===== src/rtl/hps_reset_sequencer_if.sv =====
// Bundles the reset request inputs and the HPS-facing reset outputs of the
// reset sequencer. The slave modport is the sequencer itself; the master
// modport is whatever raises requests and watches the results.
interface hps_reset_sequencer_if;
    logic [2:0] req;
    logic       cold_rst_req_n;
    logic       warm_rst_req_n;
    logic       debug_rst_req_n;
    logic       busy;
    logic [2:0] pending;
    logic       done;

    modport master (
        output req,
        input  cold_rst_req_n,
        input  warm_rst_req_n,
        input  debug_rst_req_n,
        input  busy,
        input  pending,
        input  done
    );

    modport slave (
        input  req,
        output cold_rst_req_n,
        output warm_rst_req_n,
        output debug_rst_req_n,
        output busy,
        output pending,
        output done
    );
endinterface


===== src/rtl/hps_reset_sequencer.sv =====
// HPS reset sequencer: turns level requests for cold, warm and debug resets
// into fixed-length active-low pulses. Requests are edge-detected and
// latched. They are served one at a time in fixed priority order
// (cold > warm > debug), with a holdoff gap after every pulse.
module hps_reset_sequencer #(
    parameter int COLD_LEN  = 6,
    parameter int WARM_LEN  = 2,
    parameter int DEBUG_LEN = 32,
    parameter int GAP_LEN   = 4
) (
    input  logic                 clk,
    input  logic                 rst_n,
    hps_reset_sequencer_if.slave bus
);

    typedef enum logic [1:0] {
        IDLE    = 2'd0,
        PULSE   = 2'd1,
        HOLDOFF = 2'd2
    } state_t;

    // Counter reload values. The counter counts down to zero, so these are
    // one less than the desired number of cycles.
    localparam logic [5:0] COLD_CNT  = 6'(COLD_LEN - 1);
    localparam logic [5:0] WARM_CNT  = 6'(WARM_LEN - 1);
    localparam logic [5:0] DEBUG_CNT = 6'(DEBUG_LEN - 1);
    localparam logic [5:0] GAP_CNT   = 6'(GAP_LEN - 1);

    state_t     state_q, state_d;
    logic [5:0] cnt_q, cnt_d;
    logic [2:0] prev_q;
    logic [2:0] pending_q, pending_d;
    logic [2:0] active_q, active_d;
    logic [2:0] out_n_q, out_n_d;
    logic       busy_q, busy_d;
    logic       done_q, done_d;

    logic [2:0] edges;
    logic [2:0] work;
    logic [2:0] grant;
    logic [5:0] grant_cnt;

    // Rising-edge detect per request bit, plus the combined set of requests
    // the arbiter may choose from this cycle (latched ones and fresh edges).
    always_comb begin
        edges = bus.req & ~prev_q;
        work  = pending_q | edges;
    end

    // Fixed-priority arbiter and the pulse length that goes with the winner.
    always_comb begin
        grant     = 3'b000;
        grant_cnt = COLD_CNT;
        if (work[0]) begin
            grant     = 3'b001;
            grant_cnt = COLD_CNT;
        end else if (work[1]) begin
            grant     = 3'b010;
            grant_cnt = WARM_CNT;
        end else if (work[2]) begin
            grant     = 3'b100;
            grant_cnt = DEBUG_CNT;
        end
    end

    // Next-state logic. Leaving HOLDOFF with work waiting goes straight into
    // the next pulse, so back-to-back pulses are separated by exactly the gap.
    always_comb begin
        state_d   = state_q;
        cnt_d     = cnt_q;
        active_d  = active_q;
        pending_d = work;
        done_d    = 1'b0;

        unique case (state_q)
            IDLE: begin
                if (|work) begin
                    state_d   = PULSE;
                    active_d  = grant;
                    cnt_d     = grant_cnt;
                    pending_d = work & ~grant;
                end
            end

            PULSE: begin
                if (cnt_q == 6'd0) begin
                    state_d  = HOLDOFF;
                    cnt_d    = GAP_CNT;
                    active_d = 3'b000;
                    done_d   = 1'b1;
                end else begin
                    cnt_d = cnt_q - 6'd1;
                end
            end

            HOLDOFF: begin
                if (cnt_q == 6'd0) begin
                    if (|work) begin
                        state_d   = PULSE;
                        active_d  = grant;
                        cnt_d     = grant_cnt;
                        pending_d = work & ~grant;
                    end else begin
                        state_d = IDLE;
                    end
                end else begin
                    cnt_d = cnt_q - 6'd1;
                end
            end

            default: begin
                state_d   = IDLE;
                cnt_d     = 6'd0;
                active_d  = 3'b000;
                pending_d = 3'b000;
            end
        endcase
    end

    // Output decode from the next state so the outputs can be registered.
    // Only the granted line is ever low, which keeps the lines mutually
    // exclusive.
    always_comb begin
        out_n_d = 3'b111;
        busy_d  = (state_d != IDLE);
        if (state_d == PULSE) begin
            out_n_d = ~active_d;
        end
    end

    // State, counter, request history and registered outputs. On reset the
    // request history reads as all-high, so a request already held high
    // when reset releases is not taken as a new edge.
    always_ff @(posedge clk or negedge rst_n) begin
        if (!rst_n) begin
            state_q   <= IDLE;
            cnt_q     <= 6'd0;
            prev_q    <= 3'b111;
            pending_q <= 3'b000;
            active_q  <= 3'b000;
            out_n_q   <= 3'b111;
            busy_q    <= 1'b0;
            done_q    <= 1'b0;
        end else begin
            state_q   <= state_d;
            cnt_q     <= cnt_d;
            prev_q    <= bus.req;
            pending_q <= pending_d;
            active_q  <= active_d;
            out_n_q   <= out_n_d;
            busy_q    <= busy_d;
            done_q    <= done_d;
        end
    end

    assign bus.cold_rst_req_n  = out_n_q[0];
    assign bus.warm_rst_req_n  = out_n_q[1];
    assign bus.debug_rst_req_n = out_n_q[2];
    assign bus.busy            = busy_q;
    assign bus.pending         = pending_q;
    assign bus.done            = done_q;

endmodule


===== src/flat_wrapper.sv =====
// flat-port wrapper written by rule: the top's interface ports become plain ports
module hps_reset_sequencer_flat 
#(
    parameter int COLD_LEN  = 6,
    parameter int WARM_LEN  = 2,
    parameter int DEBUG_LEN = 32,
    parameter int GAP_LEN   = 4
)
  (clk, rst_n, bus_req, bus_cold_rst_req_n, bus_warm_rst_req_n, bus_debug_rst_req_n, bus_busy, bus_pending, bus_done);
  hps_reset_sequencer_if bus_i ();
  input  logic clk;
  input  logic rst_n;
  input wire logic [$bits(bus_i.req)-1:0] bus_req;
  output wire logic [$bits(bus_i.cold_rst_req_n)-1:0] bus_cold_rst_req_n;
  output wire logic [$bits(bus_i.warm_rst_req_n)-1:0] bus_warm_rst_req_n;
  output wire logic [$bits(bus_i.debug_rst_req_n)-1:0] bus_debug_rst_req_n;
  output wire logic [$bits(bus_i.busy)-1:0] bus_busy;
  output wire logic [$bits(bus_i.pending)-1:0] bus_pending;
  output wire logic [$bits(bus_i.done)-1:0] bus_done;
  assign bus_i.req = bus_req;
  assign bus_cold_rst_req_n = bus_i.cold_rst_req_n;
  assign bus_warm_rst_req_n = bus_i.warm_rst_req_n;
  assign bus_debug_rst_req_n = bus_i.debug_rst_req_n;
  assign bus_busy = bus_i.busy;
  assign bus_pending = bus_i.pending;
  assign bus_done = bus_i.done;
  hps_reset_sequencer #(.COLD_LEN(COLD_LEN), .WARM_LEN(WARM_LEN), .DEBUG_LEN(DEBUG_LEN), .GAP_LEN(GAP_LEN)) u_core (.clk(clk), .rst_n(rst_n), .bus(bus_i));
endmodule

===== config.mk =====
export PLATFORM = sky130hd
export DESIGN_NAME = hps_reset_sequencer_flat
export DESIGN_NICKNAME = d
export VERILOG_FILES = /design/src/rtl/hps_reset_sequencer_if.sv /design/src/rtl/hps_reset_sequencer.sv /design/src/flat_wrapper.sv
export SDC_FILE = /design/constraint.sdc
export NUM_CORES = 1
export LEC_CHECK = 0
export BUFFER_PORTS_ARGS = -buffer_cell sky130_fd_sc_hd__buf_2
export CELL_PAD_IN_SITES_DETAIL_PLACEMENT = 1
export CELL_PAD_IN_SITES_GLOBAL_PLACEMENT = 2
export CORE_UTILIZATION = 32
export DETAILED_ROUTE_END_ITERATION = 7
export GPL_TIMING_DRIVEN = 1
export PLACE_DENSITY = 0.72
export REMOVE_ABC_BUFFERS = 1
export SYNTH_ARGS = -nofsm -noshare
export SYNTH_HDL_FRONTEND = slang
export SYNTH_SLANG_ARGS = --single-unit

===== constraint.sdc =====
create_clock -name clk -period 1.7 [get_ports clk]
set_input_delay 0.085 -clock clk [delete_from_list [all_inputs] [get_ports clk]]
set_output_delay 0.085 -clock clk [all_outputs]
set_load 0.03 [all_outputs]

==> results.md <==
- Cell Chain, Critical Path: inv_2, ha_4, or4b_4, o21a_4, buf_4, nor3_4, o21ai_1
- Synth area leader: dfrtp_1
- Mapped Area: 1140 um2
- Fin cells: 201
- Async S/R FF share, synth: 100%
- Vias: 1099
- Avg Inst Size Synth: 9.87 um2
- H-tree levels: 1
- Port Buffers: 12
- Clock Power Share: 10.3%
- Initial antenna violation count: 0
- Gr usage total: 22.2%
- Warnings from Yosys: 0
- Largest net degree at the start of global routing: 23
- CP max-delay cell: or4b_4
- Share of layout cells above drive strength 1: 41.3%
- Final Max Slew Viols: 0
- Register area share after synthesis: 48.7%
- Final non-filler cell area: 1570 um2
- Final WS setup: -0.112 ns
- Cell family with most CP delay: simple AND/OR/NAND/NOR gates
- Power Internal: 0.00162 W
- Switching Fraction: 43.9%
- WL final: 3.70 mm
- Via/cell ratio: 5.47
- CTS buffer count: 3
- Register bit total from synthesis: 22
- Clock Tree Buf Depth: 2
- Vias in the first global route: 1151
- Post-synth EDFFs: 0
- Sum of buffers and inverters on the critical path: 2
- Antenna Cells: 0
- Area growth syn-to-layout: 37.5%
- Crit path max fanout: 7
- Clock tree from TritonCTS: built
- Hold crit path type: in2async
- Top cells by area, synth: dfrtp_1, dfstp_2, nor2_1
- DRC: 0
- Worst skew pair latency: 0.31 ns
- Maxcap violations: 0
- Top FF cell, synth: dfrtp_1
- Nets: 162
- FF-to-FF path depth: 7
- P per Cell Area: 1840 nW/um2
- Startpoint types: flip-flop
- Seq pwr share: 31.6%
- Antenna Nets Post-Route: 0
- Die Height: 61.8 um
- Netlist cell types: 41
- Core Region: 3390 um2
- FF+latch area: 558 um2
- First-pass GRT wire length: 5.91 mm
- Switching Power: 0.00127 W
- Final TNS setup: -0.886 ns
- Arrival time at the worst endpoint: 2.00 ns
- Worst-path clk slew: 0.13 ns
- Worst r2r dst: u_core.bus.busy
- Max Freq: 552 MHz
- # IOs: 13
- Pre-Repair DR Iteration Count: 4
- Clk root buf: clkbuf_4
- Setup CP Type: reg2reg
- HPWL after detailed placement: 2.48 mm
- Synth Instances: 116
- Worst path required time: 1.89 ns
- Worst slew pin tran: 0.521 ns
- Setup violations, final: 14
- Placed Instances: 186
- Synth top area share: 35.0%
- Leakage: 0.654 nW
- Status: finished, violations left
- Fillers: 395
- Slowest stage delay, CP: 0.47 ns
- Initial cell density of the core: 33.8%
- Die W: 61.8 um
- Final Hold Viols: 0
- Failing checks: setup timing
- Initial drt markers: 43
- Final min period: 1.81 ns
- FF-to-FF Start: u_core.cnt_q[0]
- Wire per inst: 18.4 um
- Endpoint type of the worst setup path: flip-flop
- Clock Skews: 0.00428 ns
- Multi-input logic area: 616 um2
- Sink Count: 22
- DP Area: 1380 um2
- Die area: 3820 um2
- Worst reg-to-reg setup slack: -0.11 ns
- RSZ-0062 raised after global routing: yes
- RePlAce Congestion: 0.841
- Peak supply drop: 0.000655 V
- Worst slew margin: 65.3%
- Core Util, Final: 46.4%
- # rows: 21
- Power share of the combinational group: 58.0%
- GRT overflow: 0
- Tcrit/Tclk final: 107%
==> synth_stat cells, types with 2 or more instances <==
master     number
nand3_1         4
nor3_1          4
nor2b_1         4
o221ai_1        3
inv_1           4
xnor2_1         2
o2111ai_1       2
nand2_1         8
o21ai_0         4
o32a_1          2
a21oi_1         4
o211ai_1        2
or2_2           2
nand2b_1        3
a21boi_0        2
nor2_1         13
clkbuf_1        6
dfstp_2         6
o31ai_1         2
a32oi_1         2
o311a_1         2
dfrtp_1        16
==> flip-flops by register name, summed over array words and instances (netlist names) <==
register and cells:
u_core.prev_q 3, u_core.bus.busy 1, u_core.bus.done 1, u_core.active_q 3, u_core.state_q 2, u_core.bus.pending 3, u_core.out_n_q 3, u_core.cnt_q 6
==> layout make-up <==
type / count / area share [%]
repair buffers: 41 / 18.5
well taps: 46 / 3.66
multi-input cells: 84 / 39.1
flip-flops and latches: 22 / 35.5
clock buffers: 4 / 2.31
inverters: 4 / 0.954
==> placed cells by master, fill, tap and decap left out, types with 3 or more instances in the layout <==
cell           synthesis  layout
a21oi_1                4       4
buf_2                  0      12
buf_4                  0      24
clkbuf_4               0       3
dfrtp_1               16      16
dfstp_2                6       6
dlygate4sd3_1          0       4
nand2_1                8       7
nand3_1                4       3
nor2_1                13      12
nor2b_1                4       4
nor3_1                 4       3
o21ai_0                4       3
==> worst max path at each step <==
stage	slack, ns	cells past startpoint	endpoint	startpoint
6_report	-0.11	7	u_core.bus.busy	u_core.cnt_q[0]
5_1_grt	-0.16	6	u_core.active_q[0]	u_core.cnt_q[0]
4_1_cts	-0.12	6	u_core.active_q[0]	u_core.cnt_q[0]
3_5_place_dp	-0.15	7	u_core.out_n_q[0]	u_core.cnt_q[0]
3_3_place_gp	-0.1	7	u_core.out_n_q[1]	u_core.cnt_q[0]
2_1_floorplan	-0.14	6	u_core.cnt_q[0]	u_core.cnt_q[0]
==> stage by stage <==
step           setup slack (ns)  hold WS [ns]  power (W)
6_report                 -0.112         0.269    0.00290
4_1_cts                  -0.122         0.259    0.00279
3_3_place_gp            -0.0982        0.0804    0.00231
2_1_floorplan            -0.139        -0.211    0.00174
5_1_grt                  -0.164         0.318    0.00309
3_5_place_dp             -0.150        0.0844    0.00232
==> routing by layer <==
| metal | routed length, um | track usage, % | part of all wire, % | vias up |
|---|---|---|---|---|
| li1 | - | - | - | 510 |
| met1 | 1710 | 31.2 | 46 | 560 |
| met2 | 1800 | 35.2 | 49 | 24 |
| met3 | 136 | 2.07 | 3.7 | 5 |
| met4 | 48 | 9.21 | 1.3 | 0 |
| met5 | 0 | 0 | 0 | - |
==> power by group through the flow <==
stage / Combinational, W / Clock [W] / Sequential [W]
6_report: 0.00168 / 0.000300 / 0.000916
5_1_grt: 0.00181 / 0.000338 / 0.000944
4_1_cts: 0.00156 / 0.000318 / 0.000910
3_5_place_dp: 0.00140 / 0 / 0.000916
3_3_place_gp: 0.00139 / 0 / 0.000919
2_1_floorplan: 0.000694 / 0 / 0.00105
==> repair_timing <==
item | CTS | global route
gates resized for setup | 10 | 8
endpoints found under the hold margin | 19 | 0
setup buffers | 4 | 3
hold buffers | 4 | 0
pin swaps | 5 | 6
endpoints found under the setup margin | 16 | 17
==> kinds of logic after synthesis <==
family | count (synthesis) | share of synthesized area [%]
AOI/OAI and AO/OA | 33 | 22.5
xor gates and xnor gates | 2 | 1.53
adders and majority gates | 1 | 1.09
buffers and inverters | 10 | 3.28
DFF | 22 | 48.7
muxes | 1 | 0.874
and+or+nand+nor | 47 | 22.0
No activity file was read; power rests on OpenSTA's default activity.
